==> config.mk <==
export PLATFORM = sky130hd
export DESIGN_NAME = mux_scan_ctrl
export DESIGN_NICKNAME = d
export VERILOG_FILES = /design/src/rtl/mux_scan_pkg.sv /design/src/rtl/settle_timer.sv /design/src/rtl/mux_scan_ctrl.sv
export SDC_FILE = /design/constraint.sdc
export NUM_CORES = 1
export LEC_CHECK = 0
export ABC_AREA = 1
export BUFFER_PORTS_ARGS = -buffer_cell sky130_fd_sc_hd__buf_2
export CORE_MARGIN = 2
export CORE_UTILIZATION = 40
export CTS_BUF_LIST = sky130_fd_sc_hd__clkbuf_4 sky130_fd_sc_hd__clkbuf_8
export CTS_CLUSTER_DIAMETER = 80
export DETAILED_ROUTE_END_ITERATION = 10
export HOLD_SLACK_MARGIN = 0.03
export PLACE_DENSITY = 0.58
export SLEW_MARGIN = 20
export SYNTH_ARGS = -nofsm -noshare
export SYNTH_HDL_FRONTEND = slang
export SYNTH_SLANG_ARGS = --single-unit
==> constraint.sdc <==
create_clock -name CLK -period 3.57 [get_ports CLK]
set_input_delay 0.357 -clock CLK [delete_from_list [all_inputs] [get_ports CLK]]
set_output_delay 0.357 -clock CLK [all_outputs]
set_load 0.01 [all_outputs]
==> src/rtl/mux_scan_pkg.sv <==
// Shared definitions for one-hot-select mux controllers: widths, FSM
// encoding and the index-to-one-hot decode.
package mux_scan_pkg;

  localparam int SEL_W = 8;
  localparam int IDX_W = 3;

  typedef enum logic [1:0] {
    IDLE   = 2'd0,
    DRIVE  = 2'd1,
    FINISH = 2'd2
  } state_e;

  function automatic logic [SEL_W-1:0] onehot(input logic [IDX_W-1:0] idx);
    logic [SEL_W-1:0] one;
    one = SEL_W'(1);
    return one << idx;
  endfunction

endpackage

==> src/rtl/settle_timer.sv <==
// Hold-window timer: counts enabled cycles and pulses expire_o on the
// SETTLE-th one, then restarts from zero.
module settle_timer #(
  parameter int SETTLE = 1
) (
  input  logic CLK,
  input  logic RST_N,
  input  logic clr_i,
  input  logic en_i,
  output logic expire_o
);

  logic [3:0] cnt_q;

  assign expire_o = en_i && (cnt_q == 4'(SETTLE - 1));

  // NOTE: sequential state is written with <= so every flop samples the
  // pre-edge values; blocking assignments here would create ordering races.
  always_ff @(posedge CLK) begin
    if (!RST_N || clr_i || expire_o) begin
      cnt_q <= '0;
    end else if (en_i) begin
      cnt_q <= cnt_q + 4'd1;
    end
  end

endmodule

==> src/rtl/mux_scan_ctrl.sv <==
// Select generator / result collector for the 8:1 one-hot mux: scans all
// inputs into a byte or reads a single input, with start/busy/done handshake.
module mux_scan_ctrl
  import mux_scan_pkg::*;
#(
  parameter int SETTLE = 1
) (
  input  logic             CLK,
  input  logic             RST_N,
  input  logic             START,
  input  logic             SINGLE,
  input  logic [IDX_W-1:0] IDX,
  input  logic             O,
  output logic [SEL_W-1:0] S,
  output logic [SEL_W-1:0] Q,
  output logic             BUSY,
  output logic             DONE
);

  state_e             state_q, state_d;
  logic [IDX_W-1:0]   k_q, k_d;
  logic               single_q, single_d;
  logic [SEL_W-1:0]   shadow_q, shadow_d;
  logic [SEL_W-1:0]   q_q, q_d;
  logic               expire;

  settle_timer #(.SETTLE(SETTLE)) u_timer (
    .CLK      (CLK),
    .RST_N    (RST_N),
    .clr_i    (state_q != DRIVE),
    .en_i     (state_q == DRIVE),
    .expire_o (expire)
  );

  // NOTE: every variable gets its hold value first so no path through the
  // case leaves one unassigned, which would otherwise infer a latch.
  always_comb begin
    state_d  = state_q;
    k_d      = k_q;
    single_d = single_q;
    shadow_d = shadow_q;
    q_d      = q_q;
    unique case (state_q)
      IDLE, FINISH: begin
        state_d = IDLE;
        if (START) begin
          single_d = SINGLE;
          k_d      = SINGLE ? IDX : '0;
          shadow_d = '0;
          state_d  = DRIVE;
        end
      end
      DRIVE: begin
        if (expire) begin
          if (single_q) begin
            shadow_d = {{(SEL_W-1){1'b0}}, O};
            q_d      = shadow_d;
            state_d  = FINISH;
          end else begin
            shadow_d[k_q] = O;
            if (k_q == IDX_W'(SEL_W - 1)) begin
              q_d     = shadow_d;
              state_d = FINISH;
            end else begin
              k_d = k_q + 1'b1;
            end
          end
        end
      end
      default: state_d = IDLE;
    endcase
  end

  always_ff @(posedge CLK) begin
    if (!RST_N) begin
      state_q  <= IDLE;
      k_q      <= '0;
      single_q <= 1'b0;
      shadow_q <= '0;
      q_q      <= '0;
    end else begin
      state_q  <= state_d;
      k_q      <= k_d;
      single_q <= single_d;
      shadow_q <= shadow_d;
      q_q      <= q_d;
    end
  end

  assign S    = (state_q == DRIVE) ? onehot(k_q) : '0;
  assign BUSY = (state_q == DRIVE);
  assign DONE = (state_q == FINISH);
  assign Q    = q_q;

endmodule

Word level (Yosys, flattened, before mapping)
Cells that the tools add are included.
- register bits: 26
- input bits: 8
- output and inout bits: 18
- $add $sub $neg: 2
- $lt $le $gt $ge: 2
- eq/ne operators: 9
- shift-type cells: 1
- mux-type cells: 21
- reduce and logical (&&, ||, !) cells: 15
- operators with widths (operator ; count):
    $mux 8 ; 6
    $pmux 8 s2 ; 1
    $mux 3 ; 5
    $bwmux 8 ; 1
    $ne 2x2->1 const B ; 4
    $shl 1x3->8 const A ; 1
    $mux 2 ; 3
    $pmux 3 s2 ; 1
    $reduce_and 3->1 ; 2
    $reduce_and 5->1 ; 1
    $add 4x1->4 const B ; 1
    $logic_not 4->1 ; 1
    $lt 3x4->1 const B ; 1
    $pmux 2 s2 ; 1
    $reduce_and 2->1 ; 2
    $reduce_bool 2->1 ; 2
    $add 3x1->3 const B ; 1
    $demux 1 s3 ; 1
    $eq 3x3->1 const B ; 1
    $ge 3x1->1 const B ; 1
    $ne 3x3->1 const B ; 1
    $eq 2x1->1 const B ; 1
    $eq 2x2->1 const B ; 1
    $logic_and 1x1->1 ; 2
    6 further kinds ; 8

Logic depth before layout (Yosys ltp)
Gate-level depths: netlist (run 1).
- depth in word-level cells: 8
- depth in mapped cells: 9
- mapped depth without buffers: 9

Modules after synthesis
A second synthesis (run 1) with hierarchy kept.
- cell total of the unflattened synthesis: 211
- area, all modules: 1458.9 sq um
- by module, submodules not included (module ; instances ; cells each ; area each (sq um) ; sequential area each (sq um)):
    mux_scan_ctrl ; 1 ; 180 ; 1239.9 ; 440.4
    settle_timer ; 1 ; 31 ; 219.0 ; 80.1

Worst setup path before layout (run 1)
No wires, ideal clock.
- kind: register to output
- start point: register k_q[0]
- end point: output port S[0]
- arrival time: 1077 ps
- required time: 3213 ps
- path slack: 2136 ps
- stages on the path, launching flop included: 6
- buffers on the path: 1
- cell sequence: dfxtp_1 > buf_2 > inv_2 > ha_1 > inv_1 > nor3_1
- word-level cells in the longest chain between the ends: 2
- ends and longest elaborated chain (what ; RTL line ; RTL):
    start: declaration ; mux_scan_ctrl.sv:21 ; logic [IDX_W-1:0] k_q, k_d;
    start signal: assignment ; mux_scan_ctrl.sv:83 ; k_q <= k_d;
    $shl 1x3->8 ; mux_scan_pkg.sv:17 ; return one << idx;
    $mux 8 ; mux_scan_ctrl.sv:90 ; assign S = (state_q == DRIVE) ? onehot(k_q) : '0;
    end: declaration ; mux_scan_ctrl.sv:14 ; output logic [SEL_W-1:0] S,
Every way passes these cells.

Worst setup path in the final report (run 1)
- start point: register k_q[2]
- end point: output port S[3]
The elaborated chain is that of the path after synthesis.

==> out/metrics.cfg, run 1 <==
[placement]
hpwl_um=2390
io_buffers=25
place_inst=271
dp_slack_ns=1.833
gp_congestion=0.7784

[floorplan]
boundaryPins=26
die_h_um=64.29
start_util_pct=42.56
dieArea_um2=4133
core-area_um2=3416
die_x_um=64.29
rows=21

[worst_setup_path]
r2r_cells=8
critPathRequiredTime_ns=3.21
ff2ff_setup_slack_ns=1.87
critPathLaunchType=flip-flop
critical_path.endpoint_type=output port
cp_data_arrival_time_ns=1.77
r2r-end=Q[3]
crit_fanout=14
rr_startpoint=k_q[1]
crit_type=reg -> out

[clocking]
cts_hold_buf=0
cts_buffer_depth=2
clock-root-buffer=clkbuf_4
postCtsSetupRepairBufs=0
cts_resized=0
htreeDepth=1
clk_transition_reported_paths_ns=0.15
clock_latency_ns=0.33
clock-sinks=26
cts_buffers=3
tritoncts=done

[sta]
fin_setup_tns_ns=0
timing.final.crit_share_pct=59.46
setup_viol=0
fin_crit_ns=2.123
fin_ws_ns=1.447
maxSlewHeadroom_pct=69.04
hold_viol=0
max_freq_mhz=471.1
worst_pin_slew_ns=0.4632
rsz0062_at_grt=no
fin_skew_ns=0.002481
drv_slew=0

[flow_run]
maxCapViolCount=0

[yosys]
ys_types=24
syn_nets=225
synth-seq-cells=26
syn-instance-count=209
yosysSeqAreaShare_pct=35.80
ys_warn_count=0
syn-cell-area_um2=1454
avgSynthCellArea_um2=6.956

[routing]
drcViolationCount=0
vias=1395
wl_per_cell_um=12.13
ant_nets=0
first_iter_violations=57
drt_pass1_iterations=4
wirelength_um=3337
via_per_inst=5.073

[layout]
nNetsFinal=246
nFillCells=372
antenna_cells=0
syn_to_final_growth_pct=12.74
fin_cells=275
fin_util_pct=47.99
layout_commonest_cell=nand2_1
ff_latch_area_um2=520.5
multi_input_area_um2=793.3
final_cell_mix=41 x nand2_1, 30 x nand3_1, 26 x dfxtp_1
drive_gt1_share_pct=19.65

[min_path]
hold_path.class=in -> reg
worstHoldStart=RST_N
hold_path_end=k_q[2]
hold_depth=3

[status]
status=complete, no violations

[grt]
overflow=0
grt_pass1_wl_um=5699
antenna_found_initial=0
grt_start_max_net_pins=18
grt_pass1_vias=1241
grt_util_all_layers_pct=17.19

[power_and_ir_drop]
ir_worst_vdd_mv=0.2639
cellPowerDensity_nw_per_um2=398.1
power.leakage_nw=0.7548

## where the power goes
group / leakage [nW] / total, mW / switching [mW] / internal (mW)
combinational: 0.516 / 0.122 / 0.0838 / 0.0386
clock: 0.0279 / 0.208 / 0.0948 / 0.114
sequential: 0.211 / 0.322 / 0.0191 / 0.303
total: 0.755 / 0.653 / 0.198 / 0.455
## synth_stat cells
cell	instances	area [um^2]
inv_2	6	22.52
a31oi_1	1	6.260
ha_1	8	100.1
xnor2_1	1	8.760
nand4_1	10	62.56
nor2_8	1	20.02
clkinv_1	1	3.750
nand2_2	5	31.28
o21ai_1	4	20.02
nor2_1	19	71.32
nor3_1	6	30.03
clkbuf_1	3	11.26
buf_2	4	20.02
nand2_1	41	153.9
a21oi_1	18	90.09
nand2_4	2	22.52
nand3_1	30	150.1
xor2_1	1	8.760
nor2_2	2	12.51
o21ai_0	1	5.000
buf_4	1	7.510
buf_6	1	11.26
inv_1	17	63.81
dfxtp_1	26	520.5
## routing by layer
| metal | GRT usage, % | part of all wire (%) | vias to the layer above |
|---|---|---|---|
| met2 | 26.30 | 42 | 39 |
| met4 | 3.191 | 0.63 | 0 |
| met1 | 24.97 | 52 | 631 |
| li1 | - | - | 723 |
| met5 | 0 | 0 | - |
| met3 | 3.697 | 5.5 | 2 |
## worst max path at each step
stage	startpoint	to	slack, ns	cells past startpoint
floorplan	k_q[0]	S[0]	2.14	5
global placement	k_q[2]	S[3]	1.82	5
detailed placement	k_q[2]	S[3]	1.83	5
CTS	k_q[2]	S[3]	1.42	5
global route	k_q[2]	S[3]	1.29	5
finish	k_q[2]	S[3]	1.45	5
## layout make-up
type                       count  share of cell area (%)
multi-input combinational    150                   48.40
sequential                    26                   31.76
timing repair buffer          25                   7.634
inverter                      24                   5.496
tap                           46                   3.511
clock inverter                 1                   1.832
clock buffer                   3                   1.374
## kinds of logic (layout without fill, tap and decap cells)
kind of cell | count (synthesis) | count (layout) | share of synthesized area (%)
and+or+nand+nor | 116 | 116 | 38.12
buffers and inverters | 33 | 53 | 9.638
DFF | 26 | 26 | 35.80
AOI/OAI and AO/OA | 24 | 24 | 8.348
adders and majority gates | 8 | 8 | 6.885
xor gates and xnor gates | 2 | 2 | 1.205
## worst max-delay path, cell delays in order, from the launching register on
cell	delay [ns]
dfxtp_1	0.64
inv_1	0.30
ha_1	0.29
inv_1	0.05
nor2_1	0.03
buf_2	0.13
## state kept, by name (all words and copies together), names as in the netlist
| signal | flops |
|---|---|
| k_q | 3 |
| u_timer.cnt_q | 4 |
| single_q | 1 |
| state_q | 2 |
| Q | 8 |
| shadow_q | 8 |
## metrics by stage
step	power [mW]	instance area [um^2]	hold WS [ns]
final	0.6525	1639	0.3528
after global routing	0.6897	1639	0.3468
after CTS	0.6600	1639	0.3397
after detailed placement	0.4499	1587	0.4539
after global placement	0.4505	1587	0.4478
after floorplan	0.4200	1454	0.4297
No activity file was read; power rests on OpenSTA's default activity.
==> run 2: changes to the inputs <==
- PLACE_DENSITY: 0.58 -> 0.61
- clock period: 3.57 -> 1.8 ns (I/O delays scaled with it)
==> run 2 against run 1 <==
Cell area grew 3.3%; setup slack got worse by 1.3 ns; critical path depth stayed put; cell count rose by 1.8%; clock skew down 0.00089 ns; sequential share of layout area down 1.0 points; global-route usage up 0.41 points; first-iteration DRC count shrank 1.8%; flip-flop and latch count unchanged; register-to-register slack got worse by 1.6 ns; combinational power is 140% higher; routed wire length shrank 2.2%; critical endpoint unchanged; highest routed layer unchanged.
==> out/metrics.cfg, run 2 (synthesis gave the netlist of run 1 again) <==
[status]
status=complete, no violations

[routing]
first_iter_violations=56
via_per_inst=4.836
drcViolationCount=0
vias=1354
wirelength_um=3262
ant_nets=0
drt_pass1_iterations=4
wl_per_cell_um=11.65

[worst_setup_path]
r2r_cells=8
path_cells=clkinvlp_4 -> ha_1 -> inv_1 -> nor2_1 -> buf_2
worstSetupStartpoint=k_q[2]
critPathRequiredTime_ns=1.62
crit_fanout=6
cp_data_arrival_time_ns=1.48
critPathLaunchType=flip-flop
r2r-end=Q[6]
path_buf_inv=3
rr_startpoint=k_q[0]
cpLargestDelayFamily=flip-flops
ff2ff_setup_slack_ns=0.31
crit_type=reg -> out
crit_slowest_cell=dfxtp_1
critical_path.endpoint_type=output port
cpPeakStageDelay_ns=0.50

[grt]
overflow=0
grt_util_all_layers_pct=17.60
grt_pass1_vias=1267
grt_start_max_net_pins=16
grt_pass1_wl_um=5796
antenna_found_initial=0

[floorplan]
core-area_um2=3416
start_util_pct=42.56
dieArea_um2=4133
rows=21
die_h_um=64.29
boundaryPins=26
die_x_um=64.29

[min_path]
hold_depth=3
hold_path.class=in -> reg
worstHoldStart=RST_N
hold_path_end=k_q[2]

[clocking]
cts_buffer_depth=2
clock_latency_ns=0.33
cts_hold_buf=0
tritoncts=done
clock-sinks=26
cts_buffers=3
clock-root-buffer=clkbuf_4
htreeDepth=1
clk_transition_reported_paths_ns=0.15

[placement]
hpwl_um=2318
io_buffers=25
gp_congestion=0.7434

[flow_run]
maxCapViolCount=0

[sta]
fin_crit_ns=1.661
setup_viol=0
rsz0062_at_grt=no
drv_slew=0
hold_viol=0
timing.final.crit_share_pct=92.30
fin_setup_tns_ns=0
worst_pin_slew_ns=0.4208
maxSlewHeadroom_pct=71.88
fin_skew_ns=0.001593
max_freq_mhz=601.9

[power_and_ir_drop]
cellPowerDensity_nw_per_um2=782.1
ir_worst_vdd_mv=0.4526
total_power_mw=1.324
power.leakage_nw=0.7794

[layout]
nNetsFinal=251
ff_latch_area_um2=520.5
syn_to_final_growth_pct=16.44
multi_input_area_um2=798.3
fin_util_pct=49.56
final_cell_mix=41 x nand2_1, 30 x nand3_1, 26 x dfxtp_1
layout_commonest_cell=nand2_1
drive_gt1_share_pct=22.22
antenna_cells=0
nFillCells=366

[run 2: metal layers]
metal | part of all wire, % | up-vias | wire, um | GRT usage (%)
met3 | 3.9 | 4 | 127 | 2.289
met5 | 0 | - | 0 | 0
li1 | - | 737 | - | -
met1 | 54 | 583 | 1771 | 25.16
met4 | 1.9 | 0 | 63 | 7.979
met2 | 40 | 30 | 1300 | 26.17
[run 2: worst reg2reg max path, stage by stage, from the launching register on]
cell	delay (ns)
dfxtp_1	0.34
ha_1	0.21
ha_1	0.21
nor2_1	0.18
nor2_2	0.08
nand2_4	0.12
inv_2	0.09
o21ai_1	0.12
nor2_1	0.05
[run 2: stage by stage]
stage / std cells / setup slack (ns) / cell area, um^2 / hold WS, ns
floorplan: 209 / 0.4275 / 1454 / 0.3091
finish: 280 / 0.1385 / 1693 / 0.1700
global route: 280 / 0.01625 / 1693 / 0.1709
CTS: 279 / 0.08315 / 1669 / 0.1666
detailed placement: 275 / 0.3153 / 1617 / 0.4702
global placement: 275 / 0.3524 / 1617 / 0.4496
[run 2: repair_timing]
action / 4_1_cts / 5_1_grt
setup buffers: 0 / 1
gates resized for setup: 0 / 5
setup endpoints to repair: 0 / 6
[run 2: how the worst max path moves through the flow]
stage / endpoint / slack, ns / cells after the start
floorplan: Q[3] / 0.43 / 8
detailed placement: Q[5] / 0.32 / 8
global placement: Q[3] / 0.35 / 8
global route: S[2] / 0.02 / 6
CTS: S[6] / 0.08 / 6
finish: S[3] / 0.14 / 5
[run 2: area by class of cell]
cell class	count	share of cell area (%)
Clock buffer	3	1.330
Clock inverter	1	1.774
Inverter	24	5.987
Multi-Input combinational cell	150	47.15
Sequential cell	26	30.75
Tap cell	46	3.400
Timing Repair Buffer	30	9.608
[run 2: where the power goes]
part           internal (mW)  leakage, nW  switching, mW
Sequential             0.600        0.211         0.0191
Clock                  0.225       0.0279          0.193
Combinational         0.0950        0.540          0.192
==> run 3: changes to the inputs <==
- ABC_AREA: 1 -> not set
==> run 3 against run 2 <==
The run now ends with setup timing left; cell area decreased by 1.3%; non-clock buffer count increased by 10; via count decreased by 11%; global-route usage decreased by 2.7 points; sequential power decreased by 2%; setup slack got worse by 0.16 ns; routed wire length decreased by 8.6%; largest cell class unchanged; die area decreased by 6.2%; flip-flop and latch count unchanged; first-iteration DRC count decreased by 45%.
==> out/metrics.cfg, run 3 <==
[placement]
io_buffers=25
gp_congestion=0.7867
dpl-instance-area_um2=1563
hpwl_um=2043

[layout]
nNetsFinal=203
antenna_cells=0
final_cell_mix=25 x buf_2, 24 x dfxtp_1, 15 x o22ai_1, 15 x buf_4
syn_to_final_growth_pct=23.04
fin_util_pct=50.86
layout_commonest_cell=buf_2
drive_gt1_share_pct=34.41
finalInstanceArea_um2=1670

[sta]
fin_ws_ns=-0.02288
worst_pin_slew_ns=0.3574
fin_skew_ns=0.004780
hold_viol=0
max_freq_mhz=548.6
setup_viol=3
rsz0062_at_grt=yes
fin_crit_ns=1.823
maxSlewHeadroom_pct=76.18
drv_slew=0
timing.final.crit_share_pct=101.3

[routing]
drcViolationCount=0
ant_nets=0
vias=1203
wl_per_cell_um=12.84
wirelength_um=2980
first_iter_violations=31
via_per_inst=5.185
drt_pass1_iterations=4

[worst_setup_path]
critPathRequiredTime_ns=2.03
critPathLaunchType=flip-flop
cpLargestDelayFamily=simple AND/OR/NAND/NOR gates
path_cells=ha_4 -> ha_4 -> or4b_4 -> a22oi_4 -> nor2_1 -> a311oi_1
path_buf_inv=0
cp_data_arrival_time_ns=2.06
cpPeakStageDelay_ns=0.50
crit_slowest_cell=or4b_4
critical_path.endpoint_type=flip-flop
crit_fanout=6
crit_type=reg -> reg
cp_common_cell=ha_4

[grt]
grt_util_all_layers_pct=14.93
grt_use_met3_pct=1.812
overflow=0
antenna_found_initial=0
busiest_layer=met2
grt_pass1_wl_um=4664
met2_usage_pct=26.90
grt_pass1_vias=1078
use_met1_pct=17.74
grt_start_max_net_pins=21

[floorplan]
die_h_um=62.26
boundaryPins=26
start_util_pct=41.33
die_x_um=62.26
dieArea_um2=3876
core-area_um2=3284
rows=21

[flow_run]
maxCapViolCount=0

[min_path]
hold_path.class=in -> reg

[clocking]
cts_buffer_depth=2
clock_latency_ns=0.32
tritoncts=done
htreeDepth=1
clock-sinks=26
clk_transition_reported_paths_ns=0.14
clock-root-buffer=clkbuf_4
cts_buffers=3
cts_hold_buf=0

[power_and_ir_drop]
cellPowerDensity_nw_per_um2=679.9
power.leakage_nw=0.7401
ir_worst_vdd_mv=0.3562

[yosys]
avgSynthCellArea_um2=8.873
syn-cell-area_um2=1358
ys_warn_count=0
synth-main-ff-cell=dfxtp_1
synth-seq-cells=26
syn-instance-count=153
syn_nets=169
synth_edf_count=0
yosysSeqAreaShare_pct=38.34
async_flop_share_pct=0
yosysMostFrequentCell=dfxtp_1
ys_types=31
synth_commonest_cells=26 x dfxtp_1, 15 x o22ai_1, 11 x nand2_1, 11 x nand3_1
synth_largest_area_cell=dfxtp_1
netlist_top_cells_area=dfxtp_1 38%, ha_1 7.4%, mux2i_1 7.4%
synth_top_area_share_pct=38.34

[status]
status=complete, but fails checks
violations=setup timing

==> run 3: layer usage <==
metal	part of all wire [%]	wire length, um
met5	0	0
met4	1.6	49
met3	5.4	161
met2	48	1421
met1	45	1348
==> run 3: logic make-up (layout without fill, tap and decap cells) <==
| logic type | after synthesis | in the layout | synth area share, % |
|---|---|---|---|
| compound gates | 24 | 24 | 12.17 |
| xor+xnor | 2 | 2 | 1.291 |
| fa+ha+maj | 8 | 8 | 7.374 |
| buf+inv | 20 | 53 | 6.912 |
| flops | 26 | 26 | 38.34 |
| mux | 10 | 10 | 7.374 |
| simple gates | 63 | 63 | 26.54 |
==> run 3: final timing paths <==
kind          start     end  cells past startpoint  slack (ns)
max          k_q[0]  k_q[1]                      6       -0.02
min          IDX[0]  k_q[0]                      3        0.12
max reg2reg  k_q[0]  k_q[1]                      6       -0.02
min reg2reg    Q[6]    Q[6]                      2        0.47
==> run 3: worst reg2reg max path, stage by stage (launching register included) <==
cell and delay (ns):
dfxtp_2 0.36, ha_4 0.16, ha_4 0.15, or4b_4 0.50, a22oi_4 0.25, nor2_1 0.08, a311oi_1 0.23
==> run 3: layout make-up <==
class                           count  area (um^2)
Tap cell                           46        57.56
Sequential cell                    26        523.0
Timing Repair Buffer               40        237.7
Multi-Input combinational cell    107        778.2
Clock buffer                        4        36.28
Fill cell                         358         1614
Inverter                            9        37.54
==> run 3: power by group <==
part	switching, mW	total [mW]	internal [mW]	leakage, nW
clock network	0.174	0.298	0.124	0.0210
registers	0.0120	0.604	0.592	0.211
logic	0.134	0.234	0.0998	0.508
total	0.320	1.14	0.816	0.740
==> run 3: per-stage QoR <==
step / TNS [ns] / setup slack (ns) / total power [mW] / hold WS [ns] / instances
floorplan: 0 / 0.002920 / 0.7645 / 0.3239 / 153
global placement: -0.02874 / -0.02722 / 0.8207 / 0.4445 / 224
detailed placement: -0.1117 / -0.05583 / 0.8262 / 0.4555 / 224
CTS: -0.01821 / -0.01821 / 1.132 / 0.1011 / 229
global route: -0.2644 / -0.1292 / 1.189 / 0.1123 / 232
finish: -0.05310 / -0.02288 / 1.136 / 0.1166 / 232
==> run 3: repair_timing <==
item	in CTS	in global routing
setup endpoints to repair	9	11
buffers inserted	1	3
gates resized for setup	8	2
pin swaps	5	4
endpoints found under the hold margin	0	0
